==> config.mk <==
export PLATFORM = sky130hd
export DESIGN_NAME = bit_serializer_flat
export DESIGN_NICKNAME = d
export VERILOG_FILES = /design/src/rtl/bit_serializer_if.sv /design/src/rtl/bit_serializer.sv /design/src/flat_wrapper.sv
export SDC_FILE = /design/constraint.sdc
export NUM_CORES = 1
export LEC_CHECK = 0
export ABC_AREA = 0
export CAP_MARGIN = 40
export CORE_ASPECT_RATIO = 0.5
export CORE_MARGIN = 5
export CORE_UTILIZATION = 57
export DETAILED_ROUTE_END_ITERATION = 16
export HOLD_SLACK_MARGIN = 0.12
export PLACE_DENSITY = 0.8
export SLEW_MARGIN = 10
export SYNTH_ARGS = -nofsm -noshare
export SYNTH_HDL_FRONTEND = slang
export SYNTH_SLANG_ARGS = --single-unit
==> constraint.sdc <==
create_clock -name clk -period 5.1 [get_ports clk]
set_input_delay 1.53 -clock clk [delete_from_list [all_inputs] [get_ports clk]]
set_output_delay 1.53 -clock clk [all_outputs]
set_load 0.01 [all_outputs]
==> src/rtl/bit_serializer_if.sv <==
// Word-in / bit-out bus of bit_serializer: the source drives the word side, the
// serializer drives the serial side plus in_ready.
interface bit_serializer_if #(
    parameter int WIDTH = 20,
    parameter int LEN_W = $clog2(WIDTH + 1)
);
    logic [WIDTH-1:0] in_data;
    logic [LEN_W-1:0] in_len;
    logic             in_valid;
    logic             in_ready;
    logic             dout;
    logic             dout_valid;
    logic             done;
    logic             busy;

    modport master (
        output in_data, in_len, in_valid,
        input  in_ready, dout, dout_valid, done, busy
    );

    modport slave (
        input  in_data, in_len, in_valid,
        output in_ready, dout, dout_valid, done, busy
    );
endinterface

==> src/rtl/bit_serializer.sv <==
// Parallel-to-serial front end: MSB-first, one bit per clock, gapless back-to-back words.
// Optional SER_LOOP_EN adds a `loop` input that retransmits the last accepted word.
module bit_serializer #(
    parameter int   WIDTH    = 20,
    parameter int   LEN_W    = $clog2(WIDTH + 1),
    parameter logic IDLE_BIT = 1'b0
) (
    input  logic clk,
    input  logic rst,
`ifdef SER_LOOP_EN
    input  logic loop,
`endif
    bit_serializer_if.slave bus
);
    typedef enum logic {IDLE, SHIFT} state_t;

    localparam logic [LEN_W-1:0] WMAX = LEN_W'(WIDTH);

    state_t           state, state_nx;
    logic [WIDTH-1:0] sh, sh_nx, ld_sh;
    logic [LEN_W-1:0] cnt, cnt_nx, ld_len;
    logic             last, accept;
    logic             dout_r, vld_r, done_r, busy_r;

    // cnt counts bits still to present, including the one on dout now.
    assign last         = (state == SHIFT) && (cnt == LEN_W'(1));
    assign bus.in_ready = rst && ((state == IDLE) || last);
    assign accept       = bus.in_valid && bus.in_ready;

    assign ld_len = ((bus.in_len == '0) || (bus.in_len > WMAX)) ? WMAX : bus.in_len;
    assign ld_sh  = bus.in_data << (WMAX - ld_len);

`ifdef SER_LOOP_EN
    logic [WIDTH-1:0] sv_sh;
    logic [LEN_W-1:0] sv_len;

    always_ff @(posedge clk) begin
        if (!rst) begin
            sv_sh  <= '0;
            sv_len <= '0;
        end else if (accept) begin
            sv_sh  <= ld_sh;
            sv_len <= ld_len;
        end
    end
`endif

    always_comb begin
        state_nx = state;
        sh_nx    = sh;
        cnt_nx   = cnt;
        if (accept) begin
            state_nx = SHIFT;
            sh_nx    = ld_sh;
            cnt_nx   = ld_len;
        end else if (last) begin
            state_nx = IDLE;
            sh_nx    = sh << 1;
            cnt_nx   = '0;
`ifdef SER_LOOP_EN
            if (loop) begin
                state_nx = SHIFT;
                sh_nx    = sv_sh;
                cnt_nx   = sv_len;
            end
`endif
        end else if (state == SHIFT) begin
            sh_nx  = sh << 1;
            cnt_nx = cnt - LEN_W'(1);
        end
    end

    // Outputs are registered from next-state so the first bit lands one clock after accept.
    always_ff @(posedge clk) begin
        if (!rst) begin
            state  <= IDLE;
            sh     <= '0;
            cnt    <= '0;
            dout_r <= IDLE_BIT;
            vld_r  <= 1'b0;
            done_r <= 1'b0;
            busy_r <= 1'b0;
        end else begin
            state  <= state_nx;
            sh     <= sh_nx;
            cnt    <= cnt_nx;
            dout_r <= (state_nx == SHIFT) ? sh_nx[WIDTH-1] : IDLE_BIT;
            vld_r  <= (state_nx == SHIFT);
            busy_r <= (state_nx == SHIFT);
            done_r <= (state_nx == SHIFT) && (cnt_nx == LEN_W'(1));
        end
    end

    assign bus.dout       = dout_r;
    assign bus.dout_valid = vld_r;
    assign bus.done       = done_r;
    assign bus.busy       = busy_r;
endmodule

==> src/flat_wrapper.sv <==
// flat-port wrapper written by rule: the top's interface ports become plain ports
module bit_serializer_flat 
#(
    parameter int   WIDTH    = 20,
    parameter int   LEN_W    = $clog2(WIDTH + 1),
    parameter logic IDLE_BIT = 1'b0
)
  (clk, rst, bus_in_data, bus_in_len, bus_in_valid, bus_in_ready, bus_dout, bus_dout_valid, bus_done, bus_busy);
  bit_serializer_if #(.WIDTH(WIDTH), .LEN_W(LEN_W)) bus_i ();
  input  logic clk;
  input  logic rst;
  input wire logic [$bits(bus_i.in_data)-1:0] bus_in_data;
  input wire logic [$bits(bus_i.in_len)-1:0] bus_in_len;
  input wire logic [$bits(bus_i.in_valid)-1:0] bus_in_valid;
  output wire logic [$bits(bus_i.in_ready)-1:0] bus_in_ready;
  output wire logic [$bits(bus_i.dout)-1:0] bus_dout;
  output wire logic [$bits(bus_i.dout_valid)-1:0] bus_dout_valid;
  output wire logic [$bits(bus_i.done)-1:0] bus_done;
  output wire logic [$bits(bus_i.busy)-1:0] bus_busy;
  assign bus_i.in_data = bus_in_data;
  assign bus_i.in_len = bus_in_len;
  assign bus_i.in_valid = bus_in_valid;
  assign bus_in_ready = bus_i.in_ready;
  assign bus_dout = bus_i.dout;
  assign bus_dout_valid = bus_i.dout_valid;
  assign bus_done = bus_i.done;
  assign bus_busy = bus_i.busy;
  bit_serializer #(.WIDTH(WIDTH), .LEN_W(LEN_W), .IDLE_BIT(IDLE_BIT)) u_core (.clk(clk), .rst(rst), .bus(bus_i));
endmodule
==> results of run 1 <==
## kinds of logic after synthesis
kind of cell | after synthesis
buffers and inverters | 37
AOI/OAI and AO/OA | 96
adders and majority gates | 3
muxes | 48
xor gates and xnor gates | 5
and+or+nand+nor | 104
DFF | 28
## flip-flops by register name, indices dropped and copies added (netlist names)
register         cells
u_core.sh           20
u_core.cnt           5
u_core.bus.dout      1
u_core.state         1
u_core.bus.done      1
## worst max-delay path by stage
stage                    endpoint     startpoint  cells past startpoint  slack, ps
floorplan           u_core.sh[19]  bus_in_len[2]                     13        890
global placement     u_core.sh[2]  bus_in_len[2]                     12        460
detailed placement  u_core.sh[19]  bus_in_len[2]                     12        310
CTS                 u_core.sh[19]  bus_in_len[2]                     12        590
global route        u_core.sh[19]  bus_in_len[2]                     12        360
finish              u_core.sh[19]  bus_in_len[2]                     12        550
## power by group through the flow
stage,clock [mW],sequential (mW),combinational [mW]
floorplan,0,0.252,0.231
global placement,0,0.255,0.316
detailed placement,0,0.256,0.323
CTS,0.178,0.250,0.324
global route,0.189,0.253,0.356
finish,0.179,0.251,0.332
## routing by layer
| layer | track usage (%) | up-vias |
|---|---|---|
| li1 | - | 1277 |
| met1 | 38.43 | 1326 |
| met2 | 39.79 | 148 |
| met3 | 4.135 | 13 |
| met4 | 6.475 | 0 |
| met5 | 0 | - |
## cells in the final DEF, fill, tap and decap left out, drive strengths merged, types with 2 or more instances in the layout
master,Yosys,final
mux2i,27,27
mux4,13,13
o21a,5,5
o31ai,4,4
nand3,5,5
a32oi,5,5
nand2b,7,7
a21boi,2,2
o32ai,3,3
dfxtp,28,28
inv,10,10
a22o,2,2
a211oi,3,3
clkdlybuf4s50,0,32
o211ai,8,8
nor2b,10,10
nor2,18,18
o21ai,15,15
clkbuf,14,3
ha,3,3
nor3b,3,3
and3,2,2
o221ai,11,11
a22oi,2,2
a2bb2oi,2,2
or2,3,3
nor3,6,6
a21oi,13,13
or3,2,2
a32o,3,3
xnor2,5,5
mux2,8,8
buf,13,13
and2,11,11
nand2,31,31
a31oi,2,2
o22ai,7,7
## final cells by class
cell class                      instances  area [um^2]  share of cell area, %
Clock inverter                          1        30.03                 0.9346
Sequential cell                        28        560.5                  17.45
Clock buffer                            3        41.29                  1.285
Tap cell                               70        87.58                  2.726
Multi-Input combinational cell        256         2036                  63.36
Timing Repair Buffer                   45        415.4                  12.93
Inverter                               10        42.54                  1.324
==> summary.txt, run 1 <==
Synth
  • Syn avg cell area: 8.692 um^2
  • Post-Synth Simple-Gate Area: 19.51%
  • Main combinational cell family by area after synthesis: compound AO/OA/AOI/OAI gates
  • Async SR Flop Fraction: 0%
  • Most frequent cell after synthesis: nand2_1
  • Leading area contributor after synthesis: dfxtp_1
  • Post-synthesis instance total: 321
  • Synth cell count leaders: nand2_1, dfxtp_1, mux2i_1
  • Number of synthesized flops with an enable pin: 0
  • Post-synthesis sequential area ratio: 20.09%
  • Post-synth top area share: 20.09%
  • Area contributors post-synth: dfxtp_1, mux2i_1, mux4_2
  • Post-Synth Adder-Cell Area: 1.345%
  • Unique masters post-synth: 66
  • Top_reg_cell synth: dfxtp_1
  • Mux contribution to synthesized area: 24.08%
  • Net count after synthesis: 352
  • Post-Synth XOR/XNOR Area: 2.108%
  • Post-synthesis compound-gate area fraction: 25.92%
  • FF+latch count, synth: 28
  • Cell Area, Synth: 0.002790 mm^2
  • Synth warn: 0

Placed design
  • Placed cell count: 409
  • Post-DP Area: 0.003142 mm^2
  • Gpl congestion: 0.9516
  • DPL Wire Length: 6.215 mm
  • Pre-CTS setup slack: 308.2 ps
  • IO buf count: 32

Floorplan
  • Core footprint: 0.004820 mm^2
  • Die Y-Extent: 59.47 um
  • Starting Density: 57.89%
  • FP Rows: 18
  • Io pins: 33
  • DIE AREA: 0.006479 mm^2
  • Die width: 108.9 um

Route
  • Via count: 2,764
  • DRT Pass-1 Iters: 5
  • Wire length on met3: 778 um
  • Initial drt markers: 227
  • DRT met1 WL: 3.661 mm
  • Top layer in use: met4
  • DR WL met2: 3.639 mm
  • DRC: 0
  • Via/cell ratio: 6.692
  • Post-Route WL: 8.180 mm
  • Drt wl/cell: 19.81 um
  • Routed Antenna Nets: 0

Min path
  • Worst Hold End: u_core.sh[11]
  • Hold Crit Depth: 1
  • Min-delay worst type: reg2reg
  • Hold Startpoint: u_core.sh[11]

Worst setup path
  • Worst r2r dst: u_core.sh[1]
  • Critical Path Start Type: input port
  • Cell chain of the critical path: clkdlybuf4s50_1 -> o21ai_4 -> and2_4 -> inv_6 -> ha_1 -> inv_1 -> o21ai_0 -> a222oi_1 -> buf_4 -> o221ai_1 -> a2111oi_2 -> nor3b_1
  • Reg2Reg Setup Slack: 2400 ps
  • Crit Path Category: in2reg
  • Worst endpoint data arrival time: 4710 ps
  • Critical R2R Launch: u_core.cnt[0]
  • Crit end category: register
  • Critical path buffers and inverters: 4
  • Crit-path max FO: 16
  • Worst r2r path cells: 6
  • Critical path's slowest cell: clkdlybuf4s50_1
  • Crit path largest cell delay: 460 ps
  • Critical path's top delay family: compound AO/OA/AOI/OAI gates
  • Required @ worst endpoint: 5260 ps

Clock network
  • Clock sink count: 28
  • Post-CTS setup buffers: 0
  • Root Driver: clkbuf_8
  • TritonCTS clock tree: built
  • CTS H-tree depth: 1
  • Clock buffer count from CTS: 3
  • Skew-Pair Late Insertion Delay: 280 ps
  • Clk pin slew, worst setup/hold paths: 100 ps
  • Hold_buf cts: 0
  • Clock tree buffer depth: 2
  • Post-cts gate resize count: 0

GRT
  • Global-route wire length before repair: 13.24 mm
  • GR Util All Layers: 26.06%
  • Number of global-route vias before repair: 2,601
  • Grt ovf: 0
  • Largest net degree at the start of global routing: 32
  • Initial antenna violation count: 0

Timing
  • Max-slew violation count: 0
  • Minimum clock period: 4549 ps
  • Worst Slack Setup Final: 551.1 ps
  • Measured slew at the worst slew-check pin: 616.2 ps
  • Clock Skew: 4.253 ps
  • Fin. Hold Viols: 0
  • Hold Slack: 532.5 ps
  • Max-slew headroom: 58.92%
  • RSZ-0062 raised after global routing: false
  • Setup tns final: 0 ps
  • Tcrit/Tclk final: 89.19%
  • Finish-stage setup viols: 0
  • Max Fclk: 0.2198 GHz

Finish
  • Area grow syn2layout: 15.16%
  • Final nets: 375
  • Count of non-filler cells in the finished layout: 413
  • # diodes: 0
  • Layout cells sized above 1: 14.29%
  • Design area: 0.003213 mm^2
  • Fill cells: 408
  • Core Util, Final: 66.67%

Power
  • Internal power: 0.4949 mW
  • Share of total power in combinational logic: 43.5%
  • Switching share of power: 35.06%
  • P_leak: 1.206 nW
  • Peak supply drop: 0.1189 mV
  • Seq pwr share: 32.9%
  • Switch Pwr: 0.2672 mW
  • Total power: 0.7621 mW
  • Clk pwr share: 23.5%
  • Pwr dens: 237.2 mW/mm^2

Run
  • Max_cap viols: 0

Status
  • Status: finished, final reports clean
No activity file was read; power rests on OpenSTA's default activity.
==> run 2: changes to the inputs <==
Settings changed: ABC_CLOCK_PERIOD_IN_PS set to 5100.
==> results of run 2 <==
The final DEF is identical to that of run 1; final timing and power are the same.
==> run 3: changes to the inputs <==
Settings changed: CAP_MARGIN 40 to 20, SLEW_MARGIN 10 to 15.
==> run 3 against run 2 <==
Cell count is 0.24% lower. Non-clock buffer count is 1 lower. Flip-flop and latch count unchanged. Combinational power barely moved. First-iteration DRC count increased by 16%. Core utilization decreased by 0.10 points. Via count is 0.22% higher. Worst setup slack worse by 29 ps. Clock power barely moved. Routed wire length is 1.5% lower. Critical path type unchanged.
==> summary.txt, run 3 (synthesized netlist as in run 1, its figures left out) <==
Status
  • Status: finished, final reports clean

Power
  • Switching share of power: 34.82%
  • Clk pwr share: 23.5%
  • Switch Pwr: 0.2640 mW
  • Share of total power in combinational logic: 43.5%
  • Internal power: 0.4943 mW
  • P_leak: 1.201 nW
  • Pwr dens: 236.4 mW/mm^2
  • Seq pwr share: 33.1%
  • Peak supply drop: 0.1185 mV

Clock network
  • Clock sink count: 28
  • Hold_buf cts: 0
  • Post-cts gate resize count: 0
  • Clock tree buffer depth: 2
  • TritonCTS clock tree: built
  • CTS H-tree depth: 1
  • Clock buffer count from CTS: 3
  • Clk pin slew, worst setup/hold paths: 100 ps
  • Post-CTS setup buffers: 0
  • Root Driver: clkbuf_8
  • Skew-Pair Late Insertion Delay: 280 ps

Finish
  • Most common cell after layout, fill and taps aside: clkdlybuf4s50_1
  • Fill cells: 424
  • Layout cells sized above 1: 14.04%
  • Final nets: 374
  • Largest regs: u_core.sh: 20 flops, u_core.cnt: 5 flops
  • Max reg flops: 20
  • Area grow syn2layout: 14.98%
  • Most frequent cells in the layout: clkdlybuf4s50_1, nand2_1, dfxtp_1
  • # diodes: 0
  • Most flops, register: u_core.sh

Worst setup path
  • Crit end category: register
  • Crit path largest cell delay: 460 ps
  • Critical Path Start Type: input port
  • Crit-path max FO: 16
  • Cell chain of the critical path: clkdlybuf4s50_1 -> o21ai_4 -> and2_4 -> inv_6 -> ha_1 -> inv_1 -> a21oi_1 -> o221ai_1 -> buf_4 -> nand3_1 -> o32ai_1 -> and2_1
  • Critical path's slowest cell: clkdlybuf4s50_1
  • Critical path buffers and inverters: 4
  • Required @ worst endpoint: 5330 ps
  • Critical path's top delay family: compound AO/OA/AOI/OAI gates
  • Crit Path Category: in2reg
  • Worst endpoint data arrival time: 4810 ps

Timing
  • RSZ-0062 raised after global routing: false
  • Setup tns final: 0 ps
  • Measured slew at the worst slew-check pin: 853.4 ps
  • Minimum clock period: 4578 ps
  • Max-slew violation count: 0
  • Max Fclk: 0.2184 GHz
  • Fin. Hold Viols: 0
  • Clock Skew: 2.488 ps
  • Max-slew headroom: 42.31%
  • Finish-stage setup viols: 0
  • Tcrit/Tclk final: 89.76%
  • Worst Slack Setup Final: 522.3 ps

Floorplan
  • Io pins: 33
  • DIE AREA: 0.006479 mm^2
  • Starting Density: 57.89%
  • Die Y-Extent: 59.47 um
  • FP Rows: 18
  • Die width: 108.9 um
  • Core footprint: 0.004820 mm^2

Route
  • Via/cell ratio: 6.723
  • DRC: 0
  • Drt wl/cell: 19.56 um
  • Post-Route WL: 8.057 mm
  • DRT Pass-1 Iters: 4
  • Routed Antenna Nets: 0
  • Via count: 2,770
  • Initial drt markers: 263

GRT
  • Largest net degree at the start of global routing: 32
  • Global-route wire length before repair: 13.12 mm
  • Grt ovf: 0
  • Number of global-route vias before repair: 2,658
  • GR Util All Layers: 25.75%
  • Initial antenna violation count: 0

Placed design
  • IO buf count: 32
  • Pre-CTS setup slack: 311.6 ps
  • DPL Wire Length: 6.187 mm
  • Gpl congestion: 0.9516

Min path
  • Min-delay worst type: reg2reg

Run
  • Max_cap viols: 0
## run 3: changes by cell type in the layout (fill, tap and decap cells not counted), sizes merged
cell	before	now
buf	13	12
## run 3: power groups by stage
stage	Combinational (mW)	Clock [mW]	Sequential, mW
3_5_place_dp	0.321	0	0.255
2_1_floorplan	0.231	0	0.252
6_report	0.330	0.178	0.251
3_3_place_gp	0.316	0	0.255
5_1_grt	0.355	0.188	0.252
4_1_cts	0.323	0.178	0.250
## run 3: worst reg2reg max path: stages, from the launching register on
cell and delay, ps:
dfxtp_1 420, ha_1 180, or4b_2 670, a21oi_2 420
nand3_1 450, o32ai_1 390, and2_1 150
## run 3: per-stage QoR
stage          instance area [um^2]  hold slack [ps]  total power [mW]  instances  utilization, %
6_report                       3208            532.3            0.7583        412           66.56
3_3_place_gp                   3137            492.0            0.5703        408           65.08
4_1_cts                        3208            531.2            0.7511        412           66.56
5_1_grt                        3208            557.6            0.7956        412           66.56
3_5_place_dp                   3137            508.2            0.5766        408           65.08
2_1_floorplan                  2790            472.2            0.4831        321               -
## run 3: worst paths after layout
kind / startpoint / end / slack (ps) / cells past startpoint
worst max-delay path: bus_in_len[2] / u_core.sh[2] / 520 / 12
worst min-delay path: u_core.sh[11] / u_core.sh[11] / 530 / 1
worst max register to register: u_core.cnt[0] / u_core.sh[2] / 2370 / 6
worst min register to register: u_core.sh[11] / u_core.sh[11] / 530 / 1
## run 3: cell type report
cell class / count / area [um^2] / share of cell area (%)
Multi-Input combinational cell: 256 / 2036 / 63.46
Clock buffer: 3 / 41.29 / 1.287
Timing Repair Buffer: 44 / 410.4 / 12.79
Inverter: 10 / 42.54 / 1.326
Tap cell: 70 / 87.58 / 2.730
Sequential cell: 28 / 560.5 / 17.47
Clock inverter: 1 / 30.03 / 0.9360
## run 3: layer usage
metal,routed length (um),track usage [%],part of all wire (%)
met5,0,0,0
met4,88,7.014,1.1
met3,751,2.720,9.3
met2,3589,41.10,45
met1,3628,37.24,45
